`src/rtl/display_sequencer.sv`:
```
// Result display sequencer: snapshots N_GRP x N_ELEM result elements on entry to display
// and presents them one at a time, auto-advancing every HOLD cycles or on step edges.
module display_sequencer #(
  parameter int unsigned DATA_W = 8,
  parameter int unsigned N_GRP  = 3,
  parameter int unsigned N_ELEM = 4,
  parameter int unsigned HOLD   = 2,
  parameter int unsigned LOOP   = 1,
  localparam int unsigned GW    = (N_GRP > 1) ? $clog2(N_GRP) : 1,
  localparam int unsigned EW    = (N_ELEM > 1) ? $clog2(N_ELEM) : 1
) (
  input  logic                            clk,
  input  logic                            reset,
  input  logic                            run_display,
  input  logic                            mode,
  input  logic                            step,
  input  logic [N_GRP*N_ELEM*DATA_W-1:0]  data_i,
  output logic [DATA_W-1:0]               display_result_o,
  output logic [GW-1:0]                   grp_o,
  output logic [EW-1:0]                   elem_o,
  output logic [1:0]                      state_display_o,
  output logic                            valid_o,
  output logic                            done_o
);

  localparam int unsigned DW = (HOLD > 1) ? $clog2(HOLD) : 1;
  localparam logic [DW-1:0] LastDwell = DW'(HOLD - 1);
  localparam logic [GW-1:0] LastGrp   = GW'(N_GRP - 1);
  localparam logic [EW-1:0] LastElem  = EW'(N_ELEM - 1);

  typedef enum logic [1:0] {
    StIdle = 2'd0,
    StLoad = 2'd1,
    StShow = 2'd2,
    StDone = 2'd3
  } state_e;

  state_e                           r_state;
  logic [N_GRP*N_ELEM*DATA_W-1:0]   r_snap;
  logic [DW-1:0]                    r_dwell;
  logic [GW-1:0]                    r_grp;
  logic [EW-1:0]                    r_elem;
  logic                             r_step_prev;
  logic                             r_done;

  logic w_rise;
  logic w_adv;

  assign w_rise = step & ~r_step_prev;
  assign w_adv  = mode ? w_rise : (r_dwell == LastDwell);

  always_ff @(posedge clk or negedge reset) begin
    if (!reset) begin
      r_state     <= StIdle;
      r_snap      <= '0;
      r_dwell     <= '0;
      r_grp       <= '0;
      r_elem      <= '0;
      r_step_prev <= 1'b0;
      r_done      <= 1'b0;
    end else begin
      r_step_prev <= step;
      r_done      <= 1'b0;
      case (r_state)
        StIdle: begin
          if (run_display) r_state <= StLoad;
        end
        StLoad: begin
          if (!run_display) begin
            r_state <= StIdle;
          end else begin
            r_snap  <= data_i;
            r_state <= StShow;
            r_grp   <= '0;
            r_elem  <= '0;
            r_dwell <= '0;
          end
        end
        StShow: begin
          if (!run_display) begin
            // Leaving display wins over any advance due on this edge
            r_state <= StIdle;
            r_grp   <= '0;
            r_elem  <= '0;
            r_dwell <= '0;
          end else begin
            if (mode || w_adv) r_dwell <= '0;
            else               r_dwell <= r_dwell + 1'b1;
            if (w_adv) begin
              if (r_elem != LastElem) begin
                r_elem <= r_elem + 1'b1;
              end else if (r_grp != LastGrp) begin
                r_elem <= '0;
                r_grp  <= r_grp + 1'b1;
              end else if (LOOP != 0) begin
                r_elem <= '0;
                r_grp  <= '0;
              end else begin
                // Indices stay on the last element so DONE keeps showing it
                r_state <= StDone;
                r_done  <= 1'b1;
              end
            end
          end
        end
        StDone: begin
          if (!run_display) begin
            r_state <= StIdle;
            r_grp   <= '0;
            r_elem  <= '0;
            r_dwell <= '0;
          end
        end
        default: r_state <= StIdle;
      endcase
    end
  end

  always_comb begin
    display_result_o = '0;
    if (r_state == StShow || r_state == StDone) begin
      display_result_o = r_snap[(int'(r_grp) * N_ELEM + int'(r_elem)) * DATA_W +: DATA_W];
    end
  end

  assign grp_o           = r_grp;
  assign elem_o          = r_elem;
  assign state_display_o = r_state;
  assign valid_o         = (r_state == StShow);
  assign done_o          = r_done;

endmodule

```
`config.mk`:
```
export PLATFORM = sky130hd
export DESIGN_NAME = display_sequencer
export DESIGN_NICKNAME = d
export VERILOG_FILES = /design/src/rtl/display_sequencer.sv
export SDC_FILE = /design/constraint.sdc
export NUM_CORES = 1
export LEC_CHECK = 0
export ABC_AREA = 1
export CAP_MARGIN = 0
export CELL_PAD_IN_SITES_DETAIL_PLACEMENT = 0
export CELL_PAD_IN_SITES_GLOBAL_PLACEMENT = 1
export CORE_AREA = 2 2 123 125
export DETAILED_ROUTE_END_ITERATION = 8
export DIE_AREA = 0 0 125 127
export PLACE_DENSITY = 0.9
export REMOVE_ABC_BUFFERS = 1
export SYNTH_ARGS = -nofsm -noshare
export SYNTH_HDL_FRONTEND = slang
export SYNTH_SLANG_ARGS = --single-unit
```
`constraint.sdc`:
```
create_clock -name clk -period 1.8 [get_ports clk]
set_input_delay 0.36 -clock clk [delete_from_list [all_inputs] [get_ports clk]]
set_output_delay 0.36 -clock clk [all_outputs]
set_load 0.01 [all_outputs]
```
== Yosys cells after proc, flatten, opt, wreduce, memory -nomap -nowiden ==
Cells that the tools add are included.
Word-level totals
  register bits: 104
  bits in latches: 0
  bits in writable memories: 0
  memory bits (read-only): 0
  input bits: 101
  output and inout port bits: 16
  memories kept: 0
Operators by class
  add/sub/neg operators: 4
  $mul: 0
  div/mod/pow operators: 0
  order comparisons: 0
  equality and inequality tests: 11
  shifts and indexed selects: 1
  mux-type cells: 21
  bitwise operators: 2
  reduce and logical (&&, ||, !) cells: 10
Operator list (count)
  variable part select 96 x 9 -> 8 bit: 1
  two-way mux 2 bit: 11
  case mux 2 bit (3 select lines): 3
  != test 2 bit (second input constant): 6
  two-way mux 8 bit: 1
  adder 4 x 2 -> 5 bit: 1
  two-way mux 1 bit: 5
  AND reduction 5 bit: 1
  adder 2 x 1 -> 2 bit (second input constant): 2
  == test 2 bit (second input constant): 2
  AND reduction 2 bit: 2
  AND reduction 4 bit: 1
  != test 3 x 2 -> 1 bit (second input constant): 1
  != test 3 bit (second input constant): 1
  case mux 1 bit (3 select lines): 1
  AND reduction 3 bit: 1
  nonzero test 3 bit: 1
  == test 2 x 1 -> 1 bit (second input constant): 1
  logical NOT 2 bit: 1
  logical OR 1 bit: 2
  OR reduction 2 bit: 1
  adder 1 bit (second input constant): 1
  bitwise AND 1 bit: 1
  NOT 1 bit: 1

== Depth between registers and ports, before layout ==
  depth after elaboration: 7
  gate-level depth with buffers: 11

== Worst setup path before layout ==
No wires, ideal clock.
  kind: reg2out
  start point: register r_elem[0], in the netlist elem_o[0]
  end point: output display_result_o[6]
  arrival: 1.259 ns
  required time: 1.440 ns
  path slack: 0.181 ns
  stages on the path, launching flop included: 11
  path through: dfrtp_1 buf_4 buf_6 buf_4 nand2_1 nand3_1 nand2_1 nand2_1 nand3_1 nand2_1 inv_1
Between the ends
  cells in the longest elaborated chain, start to end: 3
Ends and longest elaborated chain
  from (decl): RTL line 42  | logic [EW-1:0] r_elem;
  from (signal assigned): RTL line 91  | r_elem <= r_elem + 1'b1;
  adder 4 x 2 -> 5 bit: RTL line 122  | display_result_o = r_snap[(int'(r_grp) * N_ELEM + int'(r_elem)) * DATA_W +: DATA_W];
  variable part select 96 x 9 -> 8 bit: RTL line 122
  two-way mux 8 bit: RTL line 121  | if (r_state == StShow || r_state == StDone) begin
  to (decl): RTL line 18  | output logic [DATA_W-1:0] display_result_o,
No other way between the ends.

== Final worst setup path ==
  start point: register r_elem[0], in the netlist elem_o[0]
  end point: output display_result_o[2]
Same word-level chain as after synthesis.

==> results.json <==
{
  "status": "complete, but fails checks",
  "violations": "negative setup slack",
  "grt_pass1_wl_mm": 22.9,
  "multi_input_area_sq_um": 2130,
  "cts_buffers": 9,
  "fp.dieW_um": 125,
  "wirelength_mm": 13.6,
  "port_buffers": 115,
  "drc_errors": 0,
  "track_usage_pct": 17.9,
  "ys_seq_area_share_pct": 50.7,
  "syn_area_sq_um": 5140,
  "ctsHtreeMaxLevel": 3,
  "post-place-ws_ns": -0.268,
  "hpwlAfterDp_mm": 9.30,
  "row_count": 44,
  "worstSkewPairLatency_ns": 0.35,
  "report.final.setup_viol": 8,
  "vias": 4520,
  "finalClockSkew_ns": 0.00821,
  "power.leakage_nw": 3.76,
  "crit_path_end_kind": "output port",
  "synthTopCellsByArea": "dfrtp_1 51%, nand2_1 12%, a21oi_1 9.4%",
  "postSynthCellCount": 691,
  "yosysWarnings": 0,
  "cts-root-buf": "clkbuf_16",
  "crit_type": "flop to output port",
  "area_growth_pct": 43.0,
  "final_core_util_pct": 50.9,
  "yosysUniqueCellTypes": 20,
  "dr.first_iter.drc_count": 154,
  "synth_common_cells": "166 x nand2_1, 111 x inv_1, 104 x dfrtp_1",
  "diodes": 0,
  "layout.nets": 924,
  "dpl_cell_area_sq_um": 6640,
  "cts_max_path_buffers": 2,
  "min_period_ns": 2.05,
  "layout_setup_ws_ns": -0.249,
  "finalHoldViolCount": 0,
  "cp.arrival_ns": 1.69,
  "overflow": 0,
  "grt_pass1_vias": 4643,
  "die_h_um": 127,
  "ios": 117,
  "synthFlopType": "dfrtp_1",
  "wl_per_cell_um": 13.5,
  "fp.coreArea_sq_um": 14400,
  "crit_fanout": 6,
  "synth.largest_area_cell": "dfrtp_1",
  "cts_tree": "built",
  "cp_slowest_cell": "dfrtp_2",
  "ys_seq_elements": 104,
  "period_share_pct": 114,
  "num-fill-cells": 1434,
  "regArea_sq_um": 2610,
  "antenna_found_initial": 0,
  "path_clk_slew_ns": 0.07,
  "slew_violations": 0,
  "start_util_pct": 35.6,
  "rsz0062_at_grt": "true",
  "drv_cap": 0,
  "drtPass1Iterations": 4,
  "r2r_start": "state_display_o[1]",
  "cpPeakStageDelay_ns": 0.43,
  "worstHoldPathType": "primary input to async pin",
  "grt_max_degree": 69,
  "ir_drop_mv": 0.457,
  "fin_area_sq_um": 7340,
  "crit_required_ns": 1.44,
  "crit_chain": "inv_4, buf_12, buf_12, nand2_4, nand3_2, nand2_1, nand2_1, nand3_2, nand2_2, inv_1, buf_2",
  "synth_async_sr_flop_share_pct": 100,
  "cp-start-kind": "flop",
  "final_antenna_net_count": 0,
  "drive_gt1_share_pct": 17.1,
  "synth_top_area_share_pct": 50.7,
  "syn_avg_cell_area_sq_um": 7.43,
  "p_per_area_nw_per_um2": 1260,
  "dieArea_sq_um": 15900,
  "startpoint": "elem_o[0]",
  "hold_slack_ns": 0.367,
  "max_freq_mhz": 488,
  "yosysMostFrequentCell": "nand2_1",
  "gp_congestion": 0.771,
  "via_per_inst": 4.48,
  "tns_ns": -1.80,
  "clock-sinks": 104,
  "synth_edf_count": 0
}
-- what timing repair did --
action,4_1_cts,5_1_grt
hold buffers,1,0
gates cloned,4,0
pin swaps,19,18
endpoints found under the hold margin,5,0
buffers inserted,11,0
gates resized for setup,85,43
endpoints found under the setup margin,13,9
-- layout make-up --
| cell class | count | area share (%) |
|---|---|---|
| Clock buffer | 11 | 3.30 |
| Inverter | 113 | 5.81 |
| Clock inverter | 4 | 0.613 |
| Tap cell | 184 | 3.13 |
| Timing Repair Buffer | 159 | 22.6 |
| Sequential cell | 104 | 35.5 |
| Multi-Input combinational cell | 435 | 29.0 |
-- power breakdown --
group	switching [W]	internal (W)
sequential	0.000266	0.00329
combinational	0.00211	0.00161
clock	0.000847	0.00110
-- cells in the final DEF, fill, tap and decap left out --
master | Yosys | final
nand2_1 | 166 | 125
inv_1 | 111 | 110
dfrtp_1 | 104 | 102
nor2_1 | 101 | 101
clkdlybuf4s50_1 | 0 | 100
a21oi_1 | 96 | 96
nand2_2 | 1 | 35
nand3_1 | 58 | 33
nand3_2 | 2 | 27
buf_4 | 12 | 23
buf_12 | 0 | 16
clkbuf_16 | 0 | 9
nand2_4 | 0 | 7
buf_2 | 22 | 7
buf_6 | 3 | 6
o21ai_0 | 5 | 5
dlygate4sd2_1 | 0 | 5
clkinv_2 | 0 | 3
inv_2 | 2 | 2
dfrtp_2 | 0 | 2
inv_4 | 0 | 1
nor3b_1 | 1 | 1
nor2_2 | 1 | 1
o21bai_1 | 1 | 1
nand3b_1 | 1 | 1
ha_1 | 1 | 1
conb_1 | 1 | 1
bufinv_16 | 0 | 1
clkbuf_8 | 0 | 1
clkbuf_1 | 2 | 1
dlygate4sd3_1 | 0 | 1
dlymetal6s2s_1 | 0 | 1
-- worst paths after layout --
path	endpoint	slack (ns)	depth (start not counted)
min	r_snap[7]	0.37	2
max reg2reg	grp_o[1]	0.43	7
min reg2reg	r_snap[17]	0.51	2
min in group clk	r_step_prev	0.49	1
max in group asynchronous	elem_o[1]	0.84	3
max	display_result_o[2]	-0.25	11
-- per-layer routing --
metal  vias up  wire (um)  GRT usage (%)
met5         -          0              0
met4         0        247           6.27
met3        16        513           3.18
met2        89       6310           29.3
met1      2057       6530           24.2
li1       2358          -              -
-- state kept, by name, summed over array words and instances, names as in the netlist --
signal / cells
elem_o: 2
grp_o: 2
r_dwell: 1
r_snap: 96
r_step_prev: 1
state_display_o: 2
-- stage by stage --
stage | power [W] | instances
final | 0.00922 | 1010
after floorplan | 0.00559 | 652
after detailed placement | 0.00682 | 983
after global placement | 0.00673 | 983
after global routing | 0.00996 | 1010
after CTS | 0.00923 | 1014
-- worst max-delay path: cells and delay by family, from the launching register on --
kind / cells / cell delay, ns
buf+inv: 5 / 0.52
simple gates: 6 / 0.38
flops: 1 / 0.43
-- kinds of logic after synthesis --
group           count (synthesis)  synth area share, %
simple gates                  331                 26.1
buf+inv                       152                 13.0
flops                         104                 50.7
compound gates                102                 9.99
fa+ha+maj                       1                0.244
other cells                     1               0.0730
No activity file was read; power rests on OpenSTA's default activity.
